<file path="src/rtl/manchester_pkg.sv">
// Shared definitions for the Manchester encoder/decoder pair.
package manchester_pkg;

  typedef enum logic [1:0] {
    IDLE   = 2'd0,
    FIRST  = 2'd1,
    SECOND = 2'd2,
    DONE   = 2'd3
  } man_state_t;

  // Line level during the first half of a '1' bit; the encoder uses the same
  // constant so both ends agree on polarity.
  localparam logic MAN_ONE_FIRST_HALF = 1'b0;

  // Cycle index inside a half-bit at which the line is sampled.
  function automatic int sample_idx(input int half);
    return half / 2;
  endfunction

endpackage

</file>
<file path="src/rtl/manchester_half_timer.sv">
// Half-bit timer: counts 0..HALF-1, flags the mid-half sample point and the
// last cycle of each half. Held at zero while restart is high.
module manchester_half_timer
  import manchester_pkg::*;
#(
  parameter int HALF = 4
) (
  input  logic clk,
  input  logic rst_n,
  input  logic restart,
  output logic sample_pulse,
  output logic end_pulse
);

  localparam int CW = (HALF > 1) ? $clog2(HALF) : 1;
  localparam logic [CW-1:0] SAMPLE_AT = CW'(sample_idx(HALF));
  localparam logic [CW-1:0] END_AT    = CW'(HALF - 1);

  logic [CW-1:0] half_cnt;

  assign sample_pulse = (half_cnt == SAMPLE_AT);
  assign end_pulse    = (half_cnt == END_AT);

  // Half-bit counter; wraps to zero at the end of each half.
  always_ff @(posedge clk or negedge rst_n) begin
    if (!rst_n) begin
      half_cnt <= '0;
    end else if (restart || end_pulse) begin
      half_cnt <= '0;
    end else begin
      half_cnt <= half_cnt + 1'b1;
    end
  end

endmodule

</file>
<file path="src/rtl/manchester_decoder.sv">
// Manchester (IEEE 802.3 polarity) frame decoder. A frame starts on the cycle
// after sync, each bit is two HALF-cycle halves sampled at their midpoint.
//
//   state  | meaning
//   -------+---------------------------------------------------------
//   IDLE   | waiting for sync
//   FIRST  | timing first half of a bit, captures s1 at mid-half
//   SECOND | timing second half, shifts in the bit and checks s1 != s2
//   DONE   | one cycle: data_valid high, data_out/code_err presented
module manchester_decoder
  import manchester_pkg::*;
#(
  parameter int DATA_W = 8,
  parameter int HALF   = 4
) (
  input  logic              clk,
  input  logic              rst_n,
  input  logic              sync,
  input  logic              din,
  output logic              busy,
  output logic [DATA_W-1:0] data_out,
  output logic              data_valid,
  output logic              code_err
);

  localparam int BW = $clog2(DATA_W) + 1;
  localparam logic [BW-1:0] LAST_BIT = BW'(DATA_W - 1);

  man_state_t        state_q, state_d;
  logic [BW-1:0]     bit_cnt_q, bit_cnt_d;
  logic              s1_q, s1_d;
  logic [DATA_W-1:0] shift_q, shift_d, shift_in;
  logic              err_q, err_d;
  logic              load_out;
  logic              timer_restart;
  logic              sample_pulse;
  logic              end_pulse;
  logic              dec_bit;

  // The decoded bit is the second-half level, expressed against the shared polarity.
  assign dec_bit = din ^ MAN_ONE_FIRST_HALF;

  if (DATA_W == 1) begin : g_shift_1
    assign shift_in = dec_bit;
  end else begin : g_shift_n
    assign shift_in = {shift_q[DATA_W-2:0], dec_bit};
  end

  // Timer is held at zero outside a frame and on any sync, so a frame (or a
  // restarted frame) always begins at half_cnt 0.
  assign timer_restart = (state_q == IDLE) || (state_q == DONE) || sync;

  manchester_half_timer #(
    .HALF (HALF)
  ) u_half_timer (
    .clk          (clk),
    .rst_n        (rst_n),
    .restart      (timer_restart),
    .sample_pulse (sample_pulse),
    .end_pulse    (end_pulse)
  );

  // Next-state, datapath next values and the valid strobe.
  always_comb begin
    state_d    = state_q;
    bit_cnt_d  = bit_cnt_q;
    s1_d       = s1_q;
    shift_d    = shift_q;
    err_d      = err_q;
    load_out   = 1'b0;
    data_valid = 1'b0;
    case (state_q)
      IDLE: begin
        if (sync) begin
          state_d   = FIRST;
          bit_cnt_d = '0;
          err_d     = 1'b0;
          shift_d   = '0;
        end
      end
      FIRST: begin
        if (sync) begin
          state_d   = FIRST;
          bit_cnt_d = '0;
          err_d     = 1'b0;
          shift_d   = '0;
        end else begin
          if (sample_pulse) s1_d = din;
          if (end_pulse) state_d = SECOND;
        end
      end
      SECOND: begin
        if (sync) begin
          state_d   = FIRST;
          bit_cnt_d = '0;
          err_d     = 1'b0;
          shift_d   = '0;
        end else begin
          if (sample_pulse) begin
            shift_d = shift_in;
            err_d   = err_q | (s1_q == din);
          end
          if (end_pulse) begin
            if (bit_cnt_q == LAST_BIT) begin
              state_d  = DONE;
              load_out = 1'b1;
            end else begin
              bit_cnt_d = bit_cnt_q + 1'b1;
              state_d   = FIRST;
            end
          end
        end
      end
      DONE: begin
        data_valid = 1'b1;
        if (sync) begin
          state_d   = FIRST;
          bit_cnt_d = '0;
          err_d     = 1'b0;
          shift_d   = '0;
        end else begin
          state_d = IDLE;
        end
      end
      default: state_d = IDLE;
    endcase
  end

  // State and datapath registers; outputs load as the frame ends so they are
  // already valid during the DONE cycle.
  always_ff @(posedge clk or negedge rst_n) begin
    if (!rst_n) begin
      state_q   <= IDLE;
      bit_cnt_q <= '0;
      s1_q      <= 1'b0;
      shift_q   <= '0;
      err_q     <= 1'b0;
      data_out  <= '0;
      code_err  <= 1'b0;
    end else begin
      state_q   <= state_d;
      bit_cnt_q <= bit_cnt_d;
      s1_q      <= s1_d;
      shift_q   <= shift_d;
      err_q     <= err_d;
      if (load_out) begin
        data_out <= shift_d;
        code_err <= err_d;
      end
    end
  end

  assign busy = (state_q == FIRST) || (state_q == SECOND);

endmodule

</file>
<file path="config.mk">
export PLATFORM = sky130hd
export DESIGN_NAME = manchester_decoder
export DESIGN_NICKNAME = d
export VERILOG_FILES = /design/src/rtl/manchester_pkg.sv /design/src/rtl/manchester_half_timer.sv /design/src/rtl/manchester_decoder.sv
export SDC_FILE = /design/constraint.sdc
export NUM_CORES = 1
export LEC_CHECK = 0
export BUFFER_PORTS_ARGS = -buffer_cell sky130_fd_sc_hd__buf_2
export CELL_PAD_IN_SITES_DETAIL_PLACEMENT = 1
export CELL_PAD_IN_SITES_GLOBAL_PLACEMENT = 1
export CORE_ASPECT_RATIO = 0.9
export CORE_MARGIN = 4
export CORE_UTILIZATION = 40
export DETAILED_ROUTE_END_ITERATION = 10
export PLACE_DENSITY = 0.78
export SLEW_MARGIN = 15
export SYNTH_ARGS = -nofsm -noshare
export SYNTH_HDL_FRONTEND = slang
export SYNTH_SLANG_ARGS = --single-unit
</file>
<file path="constraint.sdc">
create_clock -name clk -period 4.16 [get_ports clk]
set_input_delay 1.248 -clock clk [delete_from_list [all_inputs] [get_ports clk]]
set_output_delay 1.248 -clock clk [all_outputs]
set_load 0.05 [all_outputs]
</file>
### Yosys cells after proc, flatten, opt, wreduce, memory -nomap -nowiden

Index checks and enable logic that the tools add are counted.
Widths: inputs -> output; s select.

| word-level totals | value |
|---|---|
| flip-flop bits (word level) | 27 |
| input port bits | 4 |
| output and inout port bits | 11 |
| logic and storage cells | 60 |

| cells by class | value |
|---|---|
| $add $sub $neg | 2 |
| equal/unequal tests | 12 |
| mux-type cells | 27 |
| bitwise operators | 2 |
| reductions and logical operators | 9 |

Operator list:

| operator | count |
|---|---|
| $mux 8 | 3 |
| $mux 4 | 4 |
| $pmux 8 s2 | 1 |
| $mux 2 | 7 |
| $mux 1 | 9 |
| $reduce_and 3->1 | 3 |
| $eq 2x2->1 const B | 4 |
| $pmux 2 s4 | 1 |
| $pmux 4 s2 | 1 |
| $ne 3x2->1 const B | 2 |
| $add 4x1->4 const B | 1 |
| $eq 4x3->1 const B | 1 |
| $logic_or 1x1->1 | 4 |
| $ne 3x3->1 const B | 1 |
| $reduce_or 3->1 | 1 |
| $add 2x1->2 const B | 1 |
| $eq 2x1->1 const B | 1 |
| $logic_not 2->1 | 1 |
| $ne 2x1->1 const B | 1 |
| $ne 2x2->1 const B | 1 |
| $pmux 1 s2 | 1 |
| $eq 1x1->1 | 1 |
| $not 1->1 | 1 |
| $or 1x1->1 | 1 |

### Logic depth before layout (Yosys ltp)

| depth | value |
|---|---|
| word-level depth | 5 |
| mapped depth | 7 |
| gate-level depth less buffers | 5 |

### Cells and area by module

From an unflattened synthesis, not the netlist that was laid out.

| second synthesis, totals | value |
|---|---|
| cells, all modules | 114 |
| area, all modules | 1262.5 um^2 |

By module, submodules not included:

| module | times used | cells each | area each (um^2) | seq. area each (um^2) |
|---|---|---|---|---|
| manchester_decoder | 1 | 107 | 1163.6 | 625.6 |
| manchester_half_timer | 1 | 7 | 98.8 | 50.0 |

### Worst setup path after synthesis

OpenSTA, ideal clock, no wires.

| path | value |
|---|---|
| kind | register to output |
| from | register state_q[0] |
| to | output port busy |
| arrival | 1039 ps |
| data required time | 2912 ps |
| slack | 1873 ps |
| cell stages (with the launch flop) | 3 |
| path buffers | 0 |
| cell sequence | dfrtp_1 > inv_1 > ha_1 |

| on the way | value |
|---|---|
| word-level cells in the longest chain between the ends | 2 |
| elaborated cells on any way between the ends | 3 |

RTL lines:

| item | line | text |
|---|---|---|
| start, declared | manchester_decoder.sv:29 | `man_state_t state_q, state_d;` |
| start signal, assigned | manchester_decoder.sv:141 | `state_q <= state_d;` |
| $eq 2x1->1 or $eq 2x2->1 (tied branches) | manchester_decoder.sv:153 | `assign busy = (state_q == FIRST) \|\| (state_q == SECOND);` |
| $logic_or 1x1->1 * | manchester_decoder.sv:153 |  |
| end, declared | manchester_decoder.sv:20 | `output logic busy,` |

Every way passes the cells marked *; elsewhere a longest branch is shown, timed or not.

### Final worst setup path

Same ends and word-level chain as after synthesis.

==> metrics.txt <==
vias per cell ~5.2; vias in the first global route around 1.0k; area grow syn2layout 10.8%; clock buffer count from CTS 3; DR pass1 iterations 4; result of the run complete, no violations; Min Clock Period, post-route 2650 ps; element type at the critical path start flop; utilization after layout between 40% and 50%; total vias in the final route 886; setup repair after global routing missed its margin false; weighted congestion at the end of routability-driven global placement 0.742; Core Rows 19; share of the synthesized netlist area taken by xor and xnor gates 0.662%; root buffer selected by CTS clkbuf_8; Worst path slowest cell dfrtp_1; mean post-synth cell area 11.5 um2; arrival time at the worst endpoint about 1400 ps; Max Root-Sink Buffers 2; count of routing violations after the opening detailed-route iteration 38; power density of the placed cells a little under 500 nW/um2; category of the critical setup timing path reg -> out; depth of the CTS H-tree 1; number of hold-repair buffers added at the cts stage 0; synth unique cells 25; complex-gate fraction of the synthesized area 14.7%; total number of clock tree sinks 27; share of total power in sequential cells between 40% and 50%; number of storage elements in the synthesis netlist 27; clock tree from TritonCTS built; CP Cell Sequence inv_1 -> ha_1 -> buf_2; Crit Path Max Fanout 5; max_slew headroom between 40% and 50%; proportion of synthesized chip area in sequential cells 51.0%; largest voltage drop on the vdd net between 0.3 and 0.4 mV; simple-gate share of the synthesized area 13.4%; Worst Setup SP state_q[0]$_DFFE_PN0P_; chip height between 60 and 70 um; initial core utilization about 43%; total nets after synthesis around 130; width of the die just under 70 um; first-pass GRT wire length between 4 and 5 mm; max-slew violations 0; total inserted antenna cells 0; Internal around 0.43 mW; type of the most critical hold path reg -> reg; share of power burned in combinational logic approximately a third; maximum clock frequency around 0.38 GHz; post-route DRC violation count 0; antenna violations before repair 0; antenna viol nets, final 0; post-synthesis instance area ~1300 um2; Post-Route WL roughly 2.5 mm; layout cells sized above 1 31.5%; slowest cell delay on critical path about 440 ps; fraction of the mapped netlist area in adder cells 7.56%; total instance count after detailed placement ~170; worst hold margin around 470 ps; number of nets at the end of the flow 140; Leakage 0.680 nW; Clock Pin Slew Worst Setup and Hold Paths 90 ps; critical path capture point type primary output; ratio of final minimum period to clock period between 60 and 70%; number of placed I/O pins 15; later-pin clock latency in the skew report approximately 270 ps; number of resized instances in the post-cts repair step 0; global-route total usage across every layer between 10% and 20%; detailed-placement wirelength estimate 1.83 mm; Worst R2R Start state_q[0]$_DFFE_PN0P_; Layout Cells excl Fill 169; number of post-CTS setup repair buffers 0; routed length per instance 15.1 um; buffers added on ports 14; share of cell area taken by muxes after synthesis 9.26%; Max-cap violations 0; Cells after Synth approximately 120; setup tns final 0 ps; overall die area about 4300 um2; part of the total power dissipated in the clock network ~22%; data required time at the worst endpoint around 2900 ps; power dissipated by switching net loads 0.276 mW; largest net degree at the start of global routing 28; gr ovfl total 0; Hold Path Origin u_half_timer.half_cnt[0]$_DFF_PN0_; number of warnings issued by yosys 0; dominant combinational cell family by area after synthesis compound AO/OA/AOI/OAI gates; core area 3110 um2; Sw Ratio around two fifths; slew at the pin closest to its max-slew limit around 750 ps; Setup Skew roughly 3.4 ps; Final Hold Viols 0; number of endpoints failing setup at the final stage 0
==> synth_stat cells <==
master | instances | area, um2
nor3_4 | 1 | 16.3
nor2_1 | 7 | 26.3
nand3b_1 | 3 | 22.5
o22ai_1 | 1 | 6.26
buf_2 | 5 | 25.0
buf_1 | 1 | 3.75
dfrtp_1 | 27 | 676
mux2i_1 | 1 | 10.0
a21oi_1 | 12 | 60.1
o21ba_2 | 1 | 10.0
and3b_4 | 1 | 12.5
or4b_1 | 1 | 10.0
or4_1 | 2 | 15.0
or3_2 | 1 | 7.51
o32ai_1 | 1 | 8.76
xor2_1 | 1 | 8.76
nand2_1 | 3 | 11.3
inv_1 | 4 | 15.0
nand3_1 | 10 | 50.1
mux2_2 | 10 | 113
ha_1 | 8 | 100
o21ai_0 | 4 | 20.0
o311a_1 | 1 | 10.0
a21bo_2 | 8 | 80.1
nand4_1 | 1 | 6.26
==> worst max-delay path: cells and delay by family, from the launching register on <==
kind / cells / cell delay, ps
adders and majority gates: 1 / 310
buffers and inverters: 2 / 380
DFF: 1 / 440
==> layout make-up <==
cell class                      instances  area (um2)
Fill cell                             340        1650
Sequential cell                        27         676
Multi-Input combinational cell         78         604
Timing Repair Buffer                   14        70.1
Tap cell                               42        52.6
Clock buffer                            3        41.3
Inverter                                4        15.0
Clock inverter                          1        7.51
==> layer usage <==
metal	part of all wire, %	routed length [um]	up-vias	global-route usage [%]
met5	0	0	-	0
met4	1.6	40	0	5.21
met3	2.0	52	5	2.16
met2	49	1260	9	23.2
met1	47	1200	441	20.3
li1	-	-	431	-
==> metrics by stage <==
step	setup slack (ps)	total power [mW]	area, um2
final	1510	0.709	1470
after global routing	1420	0.773	1470
after CTS	1500	0.721	1470
after detailed placement	1620	0.561	1420
after global placement	1690	0.549	1420
after floorplan	1870	0.512	1320
==> kinds of logic (layout without fill, tap and decap cells) <==
| family | count (synthesis) | after routing |
|---|---|---|
| buffers and inverters | 10 | 22 |
| flip-flops | 27 | 27 |
| multiplexers | 11 | 11 |
| XOR/XNOR | 1 | 1 |
| adder cells (fa/ha/maj) | 8 | 8 |
| AND/OR/NAND/NOR | 30 | 30 |
| AO/OA/AOI/OAI | 28 | 28 |
==> cells in the final DEF (no fill, tap or decap), drive strengths merged, types with 4 or more instances in the layout <==
master  synthesis  layout
o21ai           4       4
inv             4       4
nor2            7       7
ha              8       8
buf             6      14
a21bo           8       8
a21oi          12      12
dfrtp          27      27
nand3          10      10
mux2           10      10
==> sequential cells by signal (all words and copies together) (netlist names) <==
signal	cells
bit_cnt_q	4
shift_q	8
s1_q	1
u_half_timer.half_cnt	2
err_q	1
data_out	8
code_err	1
state_q	2
==> power groups by stage <==
| stage | clock (mW) | sequential (mW) | combinational (mW) |
|---|---|---|---|
| 2_1_floorplan | 0 | 0.328 | 0.184 |
| 3_3_place_gp | 0 | 0.316 | 0.233 |
| 3_5_place_dp | 0 | 0.319 | 0.243 |
| 4_1_cts | 0.162 | 0.313 | 0.246 |
| 5_1_grt | 0.178 | 0.319 | 0.276 |
| 6_report | 0.153 | 0.313 | 0.243 |
==> worst paths after layout <==
| kind | endpoint | slack (ps) | depth (start not counted) |
|---|---|---|---|
| worst max register to register | data_out[0]$_DFFE_PN0P_ | 1620 | 5 |
| worst min register to register | u_half_timer.half_cnt[0]$_DFF_PN0_ | 470 | 1 |
| worst max-delay path | busy | 1510 | 3 |
| min in group asynchronous | shift_q[0]$_DFF_PN0_ | 960 | 1 |
| max in group asynchronous | bit_cnt_q[3]$_DFFE_PN0P_ | 2810 | 1 |
| worst min-delay path | u_half_timer.half_cnt[0]$_DFF_PN0_ | 470 | 1 |
Note: power is estimated with default switching activity, not from simulation.
